### config.mk
export PLATFORM = sky130hd
export DESIGN_NAME = i2f16
export DESIGN_NICKNAME = d
export VERILOG_FILES = /design/src/rtl/i2f16.sv
export SDC_FILE = /design/constraint.sdc
export NUM_CORES = 1
export LEC_CHECK = 0
export ABC_AREA = 1
export CORE_MARGIN = 8
export CORE_UTILIZATION = 45
export DETAILED_ROUTE_END_ITERATION = 8
export HOLD_SLACK_MARGIN = 0.15
export PLACE_DENSITY = 0.73
export SYNTH_ARGS = -nofsm -noshare
export SYNTH_HDL_FRONTEND = slang
export SYNTH_SLANG_ARGS = --single-unit
### constraint.sdc
create_clock -name clk -period 5.4 [get_ports clk]
set_input_delay 1.08 -clock clk [delete_from_list [all_inputs] [get_ports clk]]
set_output_delay 1.08 -clock clk [all_outputs]
set_load 0.05 [all_outputs]
### src/rtl/i2f16.sv
// i2f16: three-stage pipelined integer to IEEE 754 binary16 converter.
// S1 takes sign and magnitude, S2 normalizes, S3 rounds to nearest-even and packs.
// The optional `inexact` output is enabled by defining I2F16_INEXACT_EN.
// Zero is detected in S3 from the missing hidden bit of the normalized value.
// That bit is clear exactly when the operand was zero, so no separate zero
// tag has to travel down the pipeline.
module i2f16 #(
    parameter int WID = 16
) (
    input  logic           clk,
    input  logic           rst_n,
    input  logic           ce,
    input  logic           ld,
    input  logic           op,
    input  logic [WID-1:0] i,
    output logic [15:0]    o,
    output logic           done,
    output logic           overflow
`ifdef I2F16_INEXACT_EN
    ,
    output logic           inexact
`endif
);

    // A WID-bit value has up to WID leading zeros.
    localparam int LZW = $clog2(WID + 1);

    // S1 registers
    logic           v1_q, v1_d;
    logic           sgn1_q, sgn1_d;
    logic [WID-1:0] mag_q, mag_d;

    // S2 registers
    logic           v2_q, v2_d;
    logic           sgn2_q, sgn2_d;
    logic [WID-1:0] norm_q, norm_d;
    logic [5:0]     e_q, e_d;
    logic [LZW-1:0] lz_d;

    // S3 registers (the outputs)
    logic           done_q, done_d;
    logic [15:0]    o_q, o_d;
    logic           ovf_q, ovf_d;
    logic           inx_q, inx_d;

    // S3 datapath intermediates
    logic [WID+11:0] ext;
    logic [10:0]     mant;
    logic            g_bit;
    logic            s_bit;
    logic            rnd;
    logic            carry;
    logic [9:0]      frac;
    logic [6:0]      exp_b;

    // S1: split the operand into sign and unsigned magnitude
    always_comb begin
        v1_d   = ld;
        sgn1_d = op & i[WID-1];
        // The most negative value wraps to 2^(WID-1), which is correct unsigned.
        mag_d  = sgn1_d ? -i : i;
    end

    // S2: leading-zero count, normalize so the MSB is the hidden bit
    always_comb begin
        v2_d   = v1_q;
        sgn2_d = sgn1_q;
        lz_d   = LZW'(WID);
        // The highest set bit is visited last, so it decides the count.
        for (int k = 0; k < WID; k++) begin
            if (mag_q[k]) begin
                lz_d = LZW'(WID - 1 - k);
            end
        end
        norm_d = mag_q << lz_d;
        // Wraps for a zero operand; S3 ignores the exponent in that case.
        e_d    = 6'(WID - 1) - 6'(lz_d);
    end

    // S3: pick mantissa/guard/sticky, round to nearest-even, pack or saturate
    always_comb begin
        // Padding with 12 zeros keeps every slice legal for narrow widths;
        // for WID <= 11 the guard and sticky then fall on the padding.
        ext   = {norm_q, 12'b0};
        mant  = ext[WID+11:WID+1];
        g_bit = ext[WID];
        s_bit = |ext[WID-1:0];
        rnd   = g_bit & (s_bit | mant[0]);
        // The hidden bit is always 1, so a carry out of the 10 fraction bits
        // is the mantissa overflowing to 2.0; the fraction is then already 0.
        {carry, frac} = {1'b0, mant[9:0]} + 11'(rnd);
        exp_b = 7'(e_q) + 7'(carry) + 7'd15;

        done_d = v2_q;
        o_d    = 16'h0000;
        ovf_d  = 1'b0;
        inx_d  = 1'b0;
        if (mant[10]) begin
            if (exp_b >= 7'd31) begin
                o_d   = {sgn2_q, 5'h1F, 10'h000};
                ovf_d = 1'b1;
                inx_d = 1'b1;
            end else begin
                o_d   = {sgn2_q, exp_b[4:0], frac};
                inx_d = g_bit | s_bit;
            end
        end
    end

    // S1/S2 data registers: no reset needed, contents are qualified by the tags
    always_ff @(posedge clk) begin
        if (ce) begin
            sgn1_q <= sgn1_d;
            mag_q  <= mag_d;
            sgn2_q <= sgn2_d;
            norm_q <= norm_d;
            e_q    <= e_d;
        end
    end

    // Valid tags and S3 registers: reset wins over ce, otherwise hold when ce is low
    always_ff @(posedge clk) begin
        if (!rst_n) begin
            v1_q   <= 1'b0;
            v2_q   <= 1'b0;
            done_q <= 1'b0;
            o_q    <= 16'h0000;
            ovf_q  <= 1'b0;
            inx_q  <= 1'b0;
        end else if (ce) begin
            v1_q   <= v1_d;
            v2_q   <= v2_d;
            done_q <= done_d;
            o_q    <= o_d;
            ovf_q  <= ovf_d;
            inx_q  <= inx_d;
        end
    end

    assign o        = o_q;
    assign done     = done_q;
    assign overflow = ovf_q;
`ifdef I2F16_INEXACT_EN
    assign inexact  = inx_q;
`endif

endmodule
### Yosys cells after proc, flatten, opt, wreduce, memory -nomap -nowiden

Cells that the tools add are included.

| operators by class | value |
|---|---|
| add/sub/neg operators | 5 |
| order comparisons | 1 |
| shift-type cells | 1 |
| mux-type cells | 21 |
| bitwise logic cells | 3 |
| reductions and logical operators | 1 |

Operators with widths:

| cell | count |
|---|---|
| 5-bit 2-to-1 mux | 16 |
| 16-bit 2-to-1 mux | 2 |
| 16-bit negator | 1 |
| 16-bit by 5-bit left shift with 16-bit output | 1 |
| 15-bit 2-to-1 mux | 1 |
| 10-bit by 1-bit adder with 11-bit output | 1 |
| 6-bit by 1-bit adder with 7-bit output | 1 |
| 7-bit by 4-bit adder with 7-bit output, second input constant | 1 |
| 7-bit by 5-bit greater-or-equal comparator with 1-bit output, second input constant | 1 |
| 4-bit by 5-bit subtractor with 6-bit output, first input constant | 1 |
| 4-bit OR reduction | 1 |
| 1-bit bitwise AND | 2 |
| 1-bit 2-to-1 mux | 2 |
| 1-bit OR | 1 |

| word-level totals | value |
|---|---|
| register bits after elaboration | 60 |
| output and inout port bits | 18 |
| logic and storage cells | 42 |

### Logic depth before layout (Yosys ltp)

| logic depth | value |
|---|---|
| word-level depth | 17 |
| gate-level depth with buffers | 21 |

### Worst setup path after synthesis

Ideal clock, no wire load.

| timing path | value |
|---|---|
| path type | register to register |
| start point | register norm_q[5] |
| end point | register o_q[0] (netlist: o[0]) |
| arrival time | 2.474 ns |
| slack | 2.855 ns |
| cell stages (with the launch flop) | 19 |
| buffers on the path | 0 |
| clock period less this slack | 2.545 ns |
| cells stage by stage | edfxtp_1 -> nand2_1 -> inv_1 -> ha_1 -> nand3_1 -> nand3b_1 -> nor2_1 -> nand2_1 -> nor2_1 -> nand2_1 -> ha_1 -> ha_1 -> a21oi_1 -> nor3b_1 -> nand4_1 -> nand2_1 -> nor2_2 -> o211ai_1 -> a21oi_1 |

| on the way | value |
|---|---|
| longest elaborated chain between the ends | 8 |

Ends and longest elaborated chain:

| item | RTL line | source |
|---|---|---|
| start: declaration | 36 | `logic [WID-1:0] norm_q, norm_d;` |
| start signal: assignment | 116 | `norm_q <= norm_d;` |
| 1-bit OR | 88 | `rnd = g_bit & (s_bit \| mant[0]);` |
| 1-bit bitwise AND | 88 |  |
| 10-bit by 1-bit adder with 11-bit output (*) | 91 | `{carry, frac} = {1'b0, mant[9:0]} + 11'(rnd);` |
| 6-bit by 1-bit adder with 7-bit output | 92 | `exp_b = 7'(e_q) + 7'(carry) + 7'd15;` |
| 7-bit by 4-bit adder with 7-bit output | 92 |  |
| 7-bit by 5-bit greater-or-equal comparator with 1-bit output | 99 | `if (exp_b >= 7'd31) begin` |
| 15-bit 2-to-1 mux (*) | 99 |  |
| 16-bit 2-to-1 mux (*) | 98 | `if (mant[10]) begin` |
| end signal: assignment | 127 | `o_q <= 16'h0000;` |
| end signal: assignment | 134 | `o_q <= o_d;` |
| end: declaration | 42 | `logic [15:0] o_q, o_d;` |

Every way passes the cells marked *; elsewhere a longest branch is shown, timed or not.
A chain may end at the register's enable or synchronous reset.

### Final worst setup path

| timing path | value |
|---|---|
| start point | register norm_q[4] |
| end point | register o_q[5] (netlist: o[5]) |

| on the way | value |
|---|---|
| longest elaborated chain between the ends | 7 |

Ends and longest elaborated chain:

| item | RTL line |
|---|---|
| 1-bit bitwise AND (*) | 88 |
| 10-bit by 1-bit adder with 11-bit output (*) | 91 |
| 6-bit by 1-bit adder with 7-bit output | 92 |
| 7-bit by 4-bit adder with 7-bit output | 92 |
| 7-bit by 5-bit greater-or-equal comparator with 1-bit output | 99 |
| 15-bit 2-to-1 mux (*) | 99 |
| 16-bit 2-to-1 mux (*) | 98 |

Marked as above.

==> results.tsv <==
metric	value	unit
outcome	complete, no violations	
Post-CTS Setup Inserts	0	
root buffer cell	clkbuf_8	
ANT cells	0	
min cycle time layout	2.95	ns
core area	7210	µm²
setup TNS	0	ns
Avg Inst Size Synth	8.03	µm²
Core Rows	31	
post-synthesis sequential area ratio	47.1	%
Routed Antenna Nets	0	
commonest non-fill, non-tap cell in the layout	nand2_1	
clk_skew	0.00672	ns
Post-Syn Nets	440	
RSZ-0062 raised after global routing	no	
Max Slew Vio Count	0	
Pwr Density	318	nW/µm²
Yosys reg bits	59	
fill count	711	
Pleak	1.68	nW
Slew @ Worst Pin	0.948	ns
Chip Height	102	µm
TritonCTS buffer count	9	
starting density of the core	46.2	%
drc violations	0	
clock tree buffer depth	2	
Crit Path Class	reg2reg	
IO buf count	38	
area leader, netlist	edfxtp_1	
Inst Count DP	542	
Netlist Area Pre-Place	3330	µm²
Detail Placement HPWL	5.20	mm
Final Util	55.2	%
Syn Inst Count	415	
first-pass GRT wire length	11.8	mm
layout cell share with drive strength beyond 1	7.84	%
synth-to-layout area growth	19.3	%
worst skew pair latency	0.33	ns
wire per inst	12.2	µm
hold buffers post-CTS	0	
crit start category	register	
Die Wd	102	µm
Final #Nets	479	
fin cells	558	
first-pass iteration count of the detailed router	6	
# IOs	39	
placer congestion estimate	0.910	
Slew Limit Headroom	36.8	%
die area	10400	µm²
YS warnings	0	
vias per std cell	5.04	
Critical Path AT	3.20	ns
post-cts resize count	0	
most frequent cells in the layout	108 x nand2_1, 65 x nand3_1, 40 x inv_1	
Total Wirelength	6.80	mm
Sink Count	59	
worst path required time	5.65	ns
H-tree levels	3	
global router's overall resource usage	14.3	%
largest net degree at the start of global routing	45	
Worst Path Max Fanout	10	
CTS tree	done	
total grt overflow	0	
Max-cap violations	0	
Peak VDD IR	131	µV
reg2reg setup slack	2.45	ns
Final Hold Vio Count	0	
clock slew at reported path FFs	0.07	ns
Initial DRC Count	132	
via count	2812	
Setup-failing EPs final	0	
Tcrit/Tclk final	54.6	%
area fraction of the dominant cell type after synthesis	35.1	%
top post-synthesis cells by area	edfxtp_1 35%, nand2_1 12%, dfxtp_1 12%, nand3_1 9.8%, inv_1 4.5%	
vias in the first global route	2714	
HP Class	reg2reg	
Worst setup EP type	register	
Netlist cell types	38	
FMAX	0.339	GHz
initial antenna violation count	0	
-- where the power goes --
part | switching (W) | internal, W | leakage, nW
Combinational | 0.000191 | 0.000105 | 1.02
Sequential | 0.0000269 | 0.000540 | 0.543
Clock | 0.000171 | 0.000231 | 0.111
-- sequential cells by signal, summed over array words and instances, names as in the netlist --
name	flops
o	16
sgn2_q	1
mag_q	16
overflow	1
sgn1_q	1
done_d	1
norm_q	16
v1_q	1
done	1
e_q	5
-- logic make-up after synthesis --
logic type	share of synthesized area (%)
and+or+nand+nor	31.4
DFF	47.1
buffers and inverters	7.39
AOI/OAI and AO/OA	7.84
xor gates and xnor gates	4.73
adders and majority gates	1.50
-- worst paths after layout --
| check | start | endpoint | cells past startpoint |
|---|---|---|---|
| max reg2reg | norm_q[4]$_SDFFCE_PP0P_ | o[5]$_SDFFE_PN0P_ | 18 |
| min | sgn1_q$_DFFE_PP_ | sgn2_q$_DFFE_PP_ | 0 |
| min reg2reg | sgn1_q$_DFFE_PP_ | sgn2_q$_DFFE_PP_ | 0 |
| max | norm_q[4]$_SDFFCE_PP0P_ | o[5]$_SDFFE_PN0P_ | 18 |
-- worst max-delay path, stage by stage, from the launching register on --
cell      delay (ns)
edfxtp_1        0.35
nand2_1         0.09
inv_1           0.07
ha_1            0.17
nand3_1         0.12
nand3b_1        0.21
nor2_1          0.14
nand2_1         0.09
nor2_1          0.12
nand2_1         0.07
ha_1            0.21
ha_1            0.23
a21oi_1         0.20
nor3b_1         0.08
nand4_1         0.07
nand2_1         0.08
nor2_2          0.30
nand3_1         0.13
a21oi_1         0.14
-- cells in the mapped netlist --
cell and count:
nand2_1 108, nand3_1 65, inv_1 40, edfxtp_1 39
nor2_1 30, a21oi_1 22, dfxtp_1 20, xor2_1 15
nor3_1 8, o21ai_0 8, buf_2 4, ha_1 4
inv_2 4, nand3_2 4, nand3b_1 4, a31oi_1 3
clkbuf_1 3, nand2_2 3, xnor2_1 3, buf_4 2
buf_6 2, clkinv_1 2, nand2_4 2, nand4_1 2
nor3b_1 2, nor4_1 2, o211ai_1 2, o21ai_1 2
a21boi_0 1, a21oi_4 1, a22oi_1 1, a31o_2 1
a32oi_1 1, clkinv_2 1, nor2_2 1, o21bai_1 1
o41a_1 1, or2_2 1
-- area by class of cell --
cell class                 instances  area [µm²]  area share [%]
timing repair buffer              39         383            9.62
inverter                          47         178            4.47
multi-input combinational        298        1520            38.1
sequential                        59        1570            39.5
clock buffer                      13         190            4.78
tap                               99         124            3.11
clock inverter                     3        16.3           0.409
-- per-stage QoR --
step	hold WS, ns	instance area (µm²)	power, W	setup WS, ns
final	0.420	3980	0.00127	2.45
after detailed placement	0.405	3770	0.000873	2.37
after floorplan	0.400	3330	0.000790	2.86
after CTS	0.420	3980	0.00128	2.43
after global routing	0.451	3980	0.00135	2.09
after global placement	0.408	3770	0.000866	2.43
-- metal layers --
metal / up-vias / wire [µm] / track usage [%] / share of wire (%)
met5: - / 0 / 0 / 0
met4: 0 / 112 / 5.30 / 1.6
met3: 10 / 333 / 5.11 / 4.9
met2: 55 / 3440 / 25.8 / 51
met1: 1280 / 2910 / 14.7 / 43
li1: 1467 / - / - / -
Note: power is estimated with default switching activity, not from simulation.
